--- config.mk ---
export PLATFORM = sky130hd
export DESIGN_NAME = digit_scan_ctrl
export DESIGN_NICKNAME = d
export VERILOG_FILES = /design/src/rtl/digit_pkg.sv /design/src/rtl/digit_scan_ctrl_timer.sv /design/src/rtl/digit_scan_ctrl.sv
export SDC_FILE = /design/constraint.sdc
export NUM_CORES = 1
export LEC_CHECK = 0
export CORE_UTILIZATION = 48
export DETAILED_ROUTE_END_ITERATION = 12
export PLACE_DENSITY = 0.75
export SYNTH_ARGS = -nofsm -noshare
export SYNTH_HDL_FRONTEND = slang
export SYNTH_SLANG_ARGS = --single-unit
export TNS_END_PERCENT = 50
--- constraint.sdc ---
create_clock -name clock -period 1.6 [get_ports clock]
set_clock_uncertainty 0.05 [all_clocks]
set_input_delay 0.16 -clock clock [delete_from_list [all_inputs] [get_ports clock]]
set_output_delay 0.16 -clock clock [all_outputs]
set_load 0.01 [all_outputs]
--- src/rtl/digit_pkg.sv ---
// Shared constants and state encoding for the multiplexed digit scanner.
package digit_pkg;

  localparam int DIGIT_W       = 4;
  localparam int DWELL_DEFAULT = 16;

  typedef enum logic [1:0] {
    LOAD = 2'd0,
    ONES = 2'd1,
    TENS = 2'd2
  } state_t;

endpackage

--- src/rtl/digit_scan_ctrl_timer.sv ---
// Dwell counter: counts 0..DWELL-1, restart forces 0, done flags the last count.
module scan_timer #(
  parameter int DWELL = 16
) (
  input  logic clock,
  input  logic reset,
  input  logic restart,
  output logic done
);

  logic [7:0] cnt_q, cnt_d;

  assign done = (cnt_q == 8'(DWELL - 1));

  always_comb begin
    cnt_d = cnt_q + 8'd1;
    if (restart || done) cnt_d = '0;
  end

  always_ff @(posedge clock or posedge reset) begin
    if (reset) cnt_q <= '0;
    else       cnt_q <= cnt_d;
  end

endmodule

--- src/rtl/digit_scan_ctrl.sv ---
// Multiplexed two-digit decimal display scanner sharing one external decoder.
// Optional leading-zero blanking of the tens digit with DIGIT_SCAN_LZB_EN.
module digit_scan_ctrl
  import digit_pkg::*;
#(
  parameter int NUM_CH = 4,
  parameter int DWELL  = DWELL_DEFAULT,
  localparam int CH_W  = (NUM_CH > 1) ? $clog2(NUM_CH) : 1
) (
  input  logic                clock,
  input  logic                reset,
  input  logic                wr_valid,
  output logic                wr_ready,
  input  logic [CH_W-1:0]     wr_ch,
  input  logic [DIGIT_W-1:0]  wr_value,
  output logic [DIGIT_W-1:0]  dec_v,
  input  logic                dec_z,
  input  logic [DIGIT_W-1:0]  dec_m,
  output logic [2*NUM_CH-1:0] anode,
  output logic [DIGIT_W-1:0]  digit
);

  state_t              state_q;
  logic [CH_W-1:0]     cur_q;
  logic [DIGIT_W-1:0]  value_q [NUM_CH];
  logic                tens_q;
  logic [DIGIT_W-1:0]  ones_q;
  logic [2*NUM_CH-1:0] anode_q;
  logic [DIGIT_W-1:0]  digit_q;
  logic                wr_ready_q;

  logic                done;
  logic                restart;
  logic [2*NUM_CH-1:0] ones_an_d, tens_an_d;
  logic                tens_lit_d;

  assign restart  = (state_q == LOAD) || done;
  assign dec_v    = value_q[cur_q];
  assign anode    = anode_q;
  assign digit    = digit_q;
  assign wr_ready = wr_ready_q;

  scan_timer #(.DWELL(DWELL)) u_timer (
    .clock   (clock),
    .reset   (reset),
    .restart (restart),
    .done    (done)
  );

  always_comb begin
    ones_an_d = '0;
    tens_an_d = '0;
    ones_an_d[{cur_q, 1'b0}] = 1'b1;
    tens_an_d[{cur_q, 1'b1}] = 1'b1;
`ifdef DIGIT_SCAN_LZB_EN
    tens_lit_d = tens_q;
`else
    tens_lit_d = 1'b1;
`endif
  end

  // Outputs are registered alongside the state so they change on the same edge.
  always_ff @(posedge clock or posedge reset) begin
    if (reset) begin
      state_q    <= LOAD;
      cur_q      <= '0;
      tens_q     <= 1'b0;
      ones_q     <= '0;
      anode_q    <= '0;
      digit_q    <= '0;
      wr_ready_q <= 1'b0;
    end else begin
      case (state_q)
        LOAD: begin
          tens_q     <= dec_z;
          ones_q     <= dec_m;
          state_q    <= ONES;
          anode_q    <= ones_an_d;
          digit_q    <= dec_m;
          wr_ready_q <= 1'b1;
        end
        ONES: begin
          if (done) begin
            state_q <= TENS;
            anode_q <= tens_lit_d ? tens_an_d : '0;
            digit_q <= tens_lit_d ? {{(DIGIT_W-1){1'b0}}, tens_q} : '0;
          end
        end
        TENS: begin
          if (done) begin
            state_q    <= LOAD;
            cur_q      <= cur_q + 1'b1;
            anode_q    <= '0;
            digit_q    <= '0;
            wr_ready_q <= 1'b0;
          end
        end
        default: begin
          state_q    <= LOAD;
          anode_q    <= '0;
          digit_q    <= '0;
          wr_ready_q <= 1'b0;
        end
      endcase
    end
  end

  // Displayed digits come from ones_q/tens_q, so a write to the lit channel waits for its next LOAD.
  always_ff @(posedge clock or posedge reset) begin
    if (reset) begin
      for (int i = 0; i < NUM_CH; i++) value_q[i] <= '0;
    end else if (wr_valid && wr_ready_q) begin
      value_q[wr_ch] <= wr_value;
    end
  end

endmodule

==> results <==
## synth_stat cells (all sizes together)
master	instances	area [um^2]
a211oi	1	7.51
a21o	1	7.51
a21oi	6	30.0
a22o	1	8.76
a31oi	1	6.26
a32o	1	10.0
buf	3	21.3
clkbuf	6	22.5
dfrtp	42	1050
ha	5	62.6
inv	7	26.3
mux2	18	203
mux4	4	90.1
nand2	13	48.8
nand2b	1	6.26
nand3	2	10.0
nand3b	2	15.0
nand4	2	12.5
nand4b	3	26.3
nor2	6	22.5
nor2b	3	18.8
nor3	1	5.00
nor4	1	12.5
o21a	1	7.51
o21ai	14	70.1
o221a	1	11.3
o221ai	9	78.8
o22a	1	8.76
o22ai	1	6.26
o31a	1	8.76
or2	1	6.26
or3	4	30.0
or3b	1	8.76
or4	1	7.51
xnor2	2	17.5
## registers in the layout, summed over array words and instances (netlist names)
name / flops
tens_q: 1
digit: 4
cur_q: 2
wr_ready: 1
state_q: 2
value_q: 16
u_timer.cnt_q: 8
anode: 8
## cells in the final DEF (no fill, tap or decap), types with 2 or more instances in the layout
cell type / count
nand2_1: 13
dfrtp_1: 41
or3_1: 3
nand3_1: 2
o221ai_2: 2
o21ai_1: 10
xnor2_1: 2
a21oi_1: 6
buf_6: 3
mux4_2: 4
mux2_2: 17
nor2_1: 6
nand4b_1: 3
nor2b_1: 2
nand4_1: 2
clkdlybuf4s50_1: 26
buf_2: 2
nand3b_1: 2
o21ai_0: 4
buf_4: 22
clkbuf_8: 6
ha_1: 5
o221ai_1: 7
inv_1: 7
## stage by stage
stage	TNS (ns)	setup slack, ns	utilization, %	area (um^2)
CTS	-0.238	-0.105	65.7	2610
floorplan	-0.0363	-0.0363	-	1990
global route	-0.460	-0.146	66.6	2650
finish	-0.232	-0.104	66.6	2650
global placement	-0.352	-0.114	62.3	2470
detailed placement	-0.517	-0.131	62.3	2470
## power by group
group | total [mW] | internal (mW) | leakage, nW | switching (mW)
clock | 0.835 | 0.499 | 0.0573 | 0.337
sequential | 1.19 | 1.14 | 0.502 | 0.0419
combinational | 0.247 | 0.157 | 0.599 | 0.0903
total | 2.27 | 1.80 | 1.16 | 0.469
## worst paths after layout
kind | endpoint | start
min | u_timer.cnt_q[5]$_DFF_PP0_ | reset
min reg2reg | anode[7]$_DFFE_PP0P_ | anode[7]$_DFFE_PP0P_
max reg2reg | state_q[1]$_DFFE_PP0P_ | u_timer.cnt_q[7]$_DFF_PP0_
max in group asynchronous | cur_q[1]$_DFFE_PP0P_ | reset
max | dec_v[2] | cur_q[1]$_DFFE_PP0P_
min in group clock | digit[2]$_DFFE_PP0P_ | dec_m[2]
## layout make-up
class / instances / area [um^2] / area share, %
inverters: 7 / 26.3 / 0.993
well taps: 50 / 62.6 / 2.36
multi-input cells: 109 / 888 / 33.6
flip-flops and latches: 42 / 1050 / 39.8
clock buffers: 6 / 82.6 / 3.12
clock inverters: 1 / 30.0 / 1.13
repair buffers: 55 / 504 / 19.1
## routing by layer
layer / GRT usage (%) / share of wire [%] / vias up / wire length, um
met5: 0 / 0 / - / 0
met4: 9.57 / 1.7 / 0 / 75
met3: 4.14 / 4.4 / 10 / 195
met2: 39.4 / 53 / 55 / 2340
met1: 25.4 / 41 / 775 / 1800
li1: - / - / 721 / -
## cells by family after synthesis
family                     count (synthesis)
muxes                                     22
buffers and inverters                     16
DFF                                       42
and+or+nand+nor                           41
AOI/OAI and AO/OA                         39
adders and majority gates                  5
xor gates and xnor gates                   2
## critical path, delay by kind of cell (launching register included)
kind | cells | cell delay [ns]
mux | 1 | 0.47
flops | 1 | 0.44
buf+inv | 2 | 0.29
## what timing repair did
item	in CTS	in global routing
setup endpoints to repair	7	9
pin swaps	1	1
resized for setup	22	5
setup buffers	2	2
==> impl_metrics.sql <==
INSERT INTO impl_metrics (metric_group, metric, value, unit) VALUES
('run_status', 'violations', 'negative setup slack', ''),
('run_status', 'outcome', 'finished with violations', ''),
('critical_path', 'path_cells', 'buf_4, mux4_2, buf_2', ''),
('critical_path', 'ff2ff_path_depth', '4', ''),
('sta', 'slew_headroom', '68.0', '%'),
('detailed_routing', 'num_vias', '1561', ''),
('grt', 'grt_max_degree', '43', ''),
('critical_path', 'worst-r2r-setup-slack', '-0.03', 'ns'),
('clock_tree', 'hold_buffers', '0', ''),
('logic_synthesis', 'yosys-mux-area-fraction', '14.7', '%'),
('grt', 'antenna_found_initial', '0', ''),
('layout', 'finalNetCount', '239', ''),
('critical_path', 'crit_path_max_incr_delay', '0.47', 'ns'),
('sta', 'worst-slew-pin-transition', '0.478', 'ns'),
('critical_path', 'library_cell_contributing_the_largest_single_delay_on_the_critical_path', 'mux4_2', ''),
('detailed_routing', 'routed_wl', '4410', 'um'),
('logic_synthesis', 'yosys.cell_types.count', '39', ''),
('place', 'dp_hpwl', '3070', 'um'),
('floorplan', 'die_area', '0.00440', 'mm^2'),
('detailed_routing', 'route.detailed.drc', '0', ''),
('logic_synthesis', 'largest_family_of_logic_cells_by_synthesized_area', 'multiplexers', ''),
('clock_tree', 'tritoncts', 'yes', ''),
('grt', 'globalRouteTotalUtil', '22.0', '%'),
('critical_path', 'crit_required', '1.39', 'ns'),
('layout', 'fin_cells', '270', ''),
('sta', 'final-max-slew-violation-count', '0', ''),
('layout', 'nFillCells', '289', ''),
('sta', 'setup_ws', '-0.104', 'ns'),
('detailed_routing', 'first_iter_violations', '80', ''),
('layout', 'antenna_cells_inserted', '0', ''),
('floorplan', 'std_cell_rows', '23', ''),
('detailed_routing', 'via_per_inst', '5.78', ''),
('clock_tree', 'cts_buffer_depth', '2', ''),
('floorplan', 'die_x', '66.3', 'um'),
('critical_path', 'timing.critical_path.fanout_max', '5', ''),
('logic_synthesis', 'syn_inst', '167', ''),
('sta', 'setup_viol_count_final', '4', ''),
('grt', 'first_global_vias', '1559', ''),
('floorplan', 'die_h', '66.3', 'um'),
('min_path', 'hp-class', 'in2async', ''),
('logic_synthesis', 'yosysWarningCount', '0', ''),
('logic_synthesis', 'synth_adder_area_share', '3.15', '%'),
('logic_synthesis', 'synth_sequential_area_ratio', '52.9', '%'),
('grt', 'grt_pass1_wl', '7070', 'um'),
('logic_synthesis', 'area_fraction_in_compound_gates_after_synthesis', '13.2', '%'),
('sta', 'hold_violations', '0', ''),
('detailed_routing', 'antenna_left', '0', ''),
('sta', 'worst_hold_slack', '0.169', 'ns'),
('clock_tree', 'clock_tree.htree_level_count', '2', ''),
('logic_synthesis', 'synth-xor-area-share', '0.882', '%'),
('floorplan', 'boundaryPins', '31', ''),
('logic_synthesis', 'mappedNetlistNets', '186', ''),
('critical_path', 'category_of_the_critical_setup_timing_path', 'reg2out', ''),
('critical_path', 'worstSetupEndpointType', 'primary output', ''),
('clock_tree', 'tritoncts.num_buffers', '5', ''),
('clock_tree', 'clockRootBuffer', 'clkbuf_8', ''),
('layout', 'drive_gt1_share', '29.1', '%'),
('place', 'routabilityCongestion', '0.833', ''),
('job', 'timing.max_cap.violations', '0', ''),
('power', 'power-per-cell-area', '857', 'mW/mm^2'),
('place', 'placed_cells_incl_taps', '259', ''),
('place', 'io_buffer_count', '30', ''),
('grt', 'global_route_total_overflow', '0', ''),
('power', 'power.ir.vdd_worst', '0.675', 'mV'),
('sta', 'fmax', '587', 'MHz'),
('logic_synthesis', 'syn-cell-area', '0.00199', 'mm^2'),
('critical_path', 'timing.critical_path.from_type', 'flip-flop', ''),
('floorplan', 'start_util', '50.0', '%'),
('logic_synthesis', 'synthesis.area_per_instance', '11.9', 'um^2'),
('logic_synthesis', 'synth-simple-area-share', '11.6', '%'),
('detailed_routing', 'wl_per_cell', '16.3', 'um'),
('sta', 'finalWorstPathRequiredPeriod', '1.70', 'ns'),
('sta', 'finalCritPeriodShare', '107', '%'),
('clock_tree', 'worstSkewPairLatency', '0.29', 'ns'),
('logic_synthesis', 'yosys_register_bits', '42', ''),
('critical_path', 'worstPathArrival', '1.49', 'ns'),
('floorplan', 'coreArea', '0.00397', 'mm^2'),
('power', 'total_power', '2.27', 'mW'),
('power', 'leakagePower', '1.16', 'nW'),
('clock_tree', 'clkSlewWorstSetupHoldPaths', '0.07', 'ns'),
('layout', 'areaGrowthSynthToFinish', '33.3', '%'),
('clock_tree', 'clock-sinks', '42', ''),
('sta', 'unrepaired_setup_endpoints_after_global_routing', 'yes', ''),
('detailed_routing', 'detailedRoute.firstPassIterationCount', '4', '');
No activity file was read; power rests on OpenSTA's default activity.
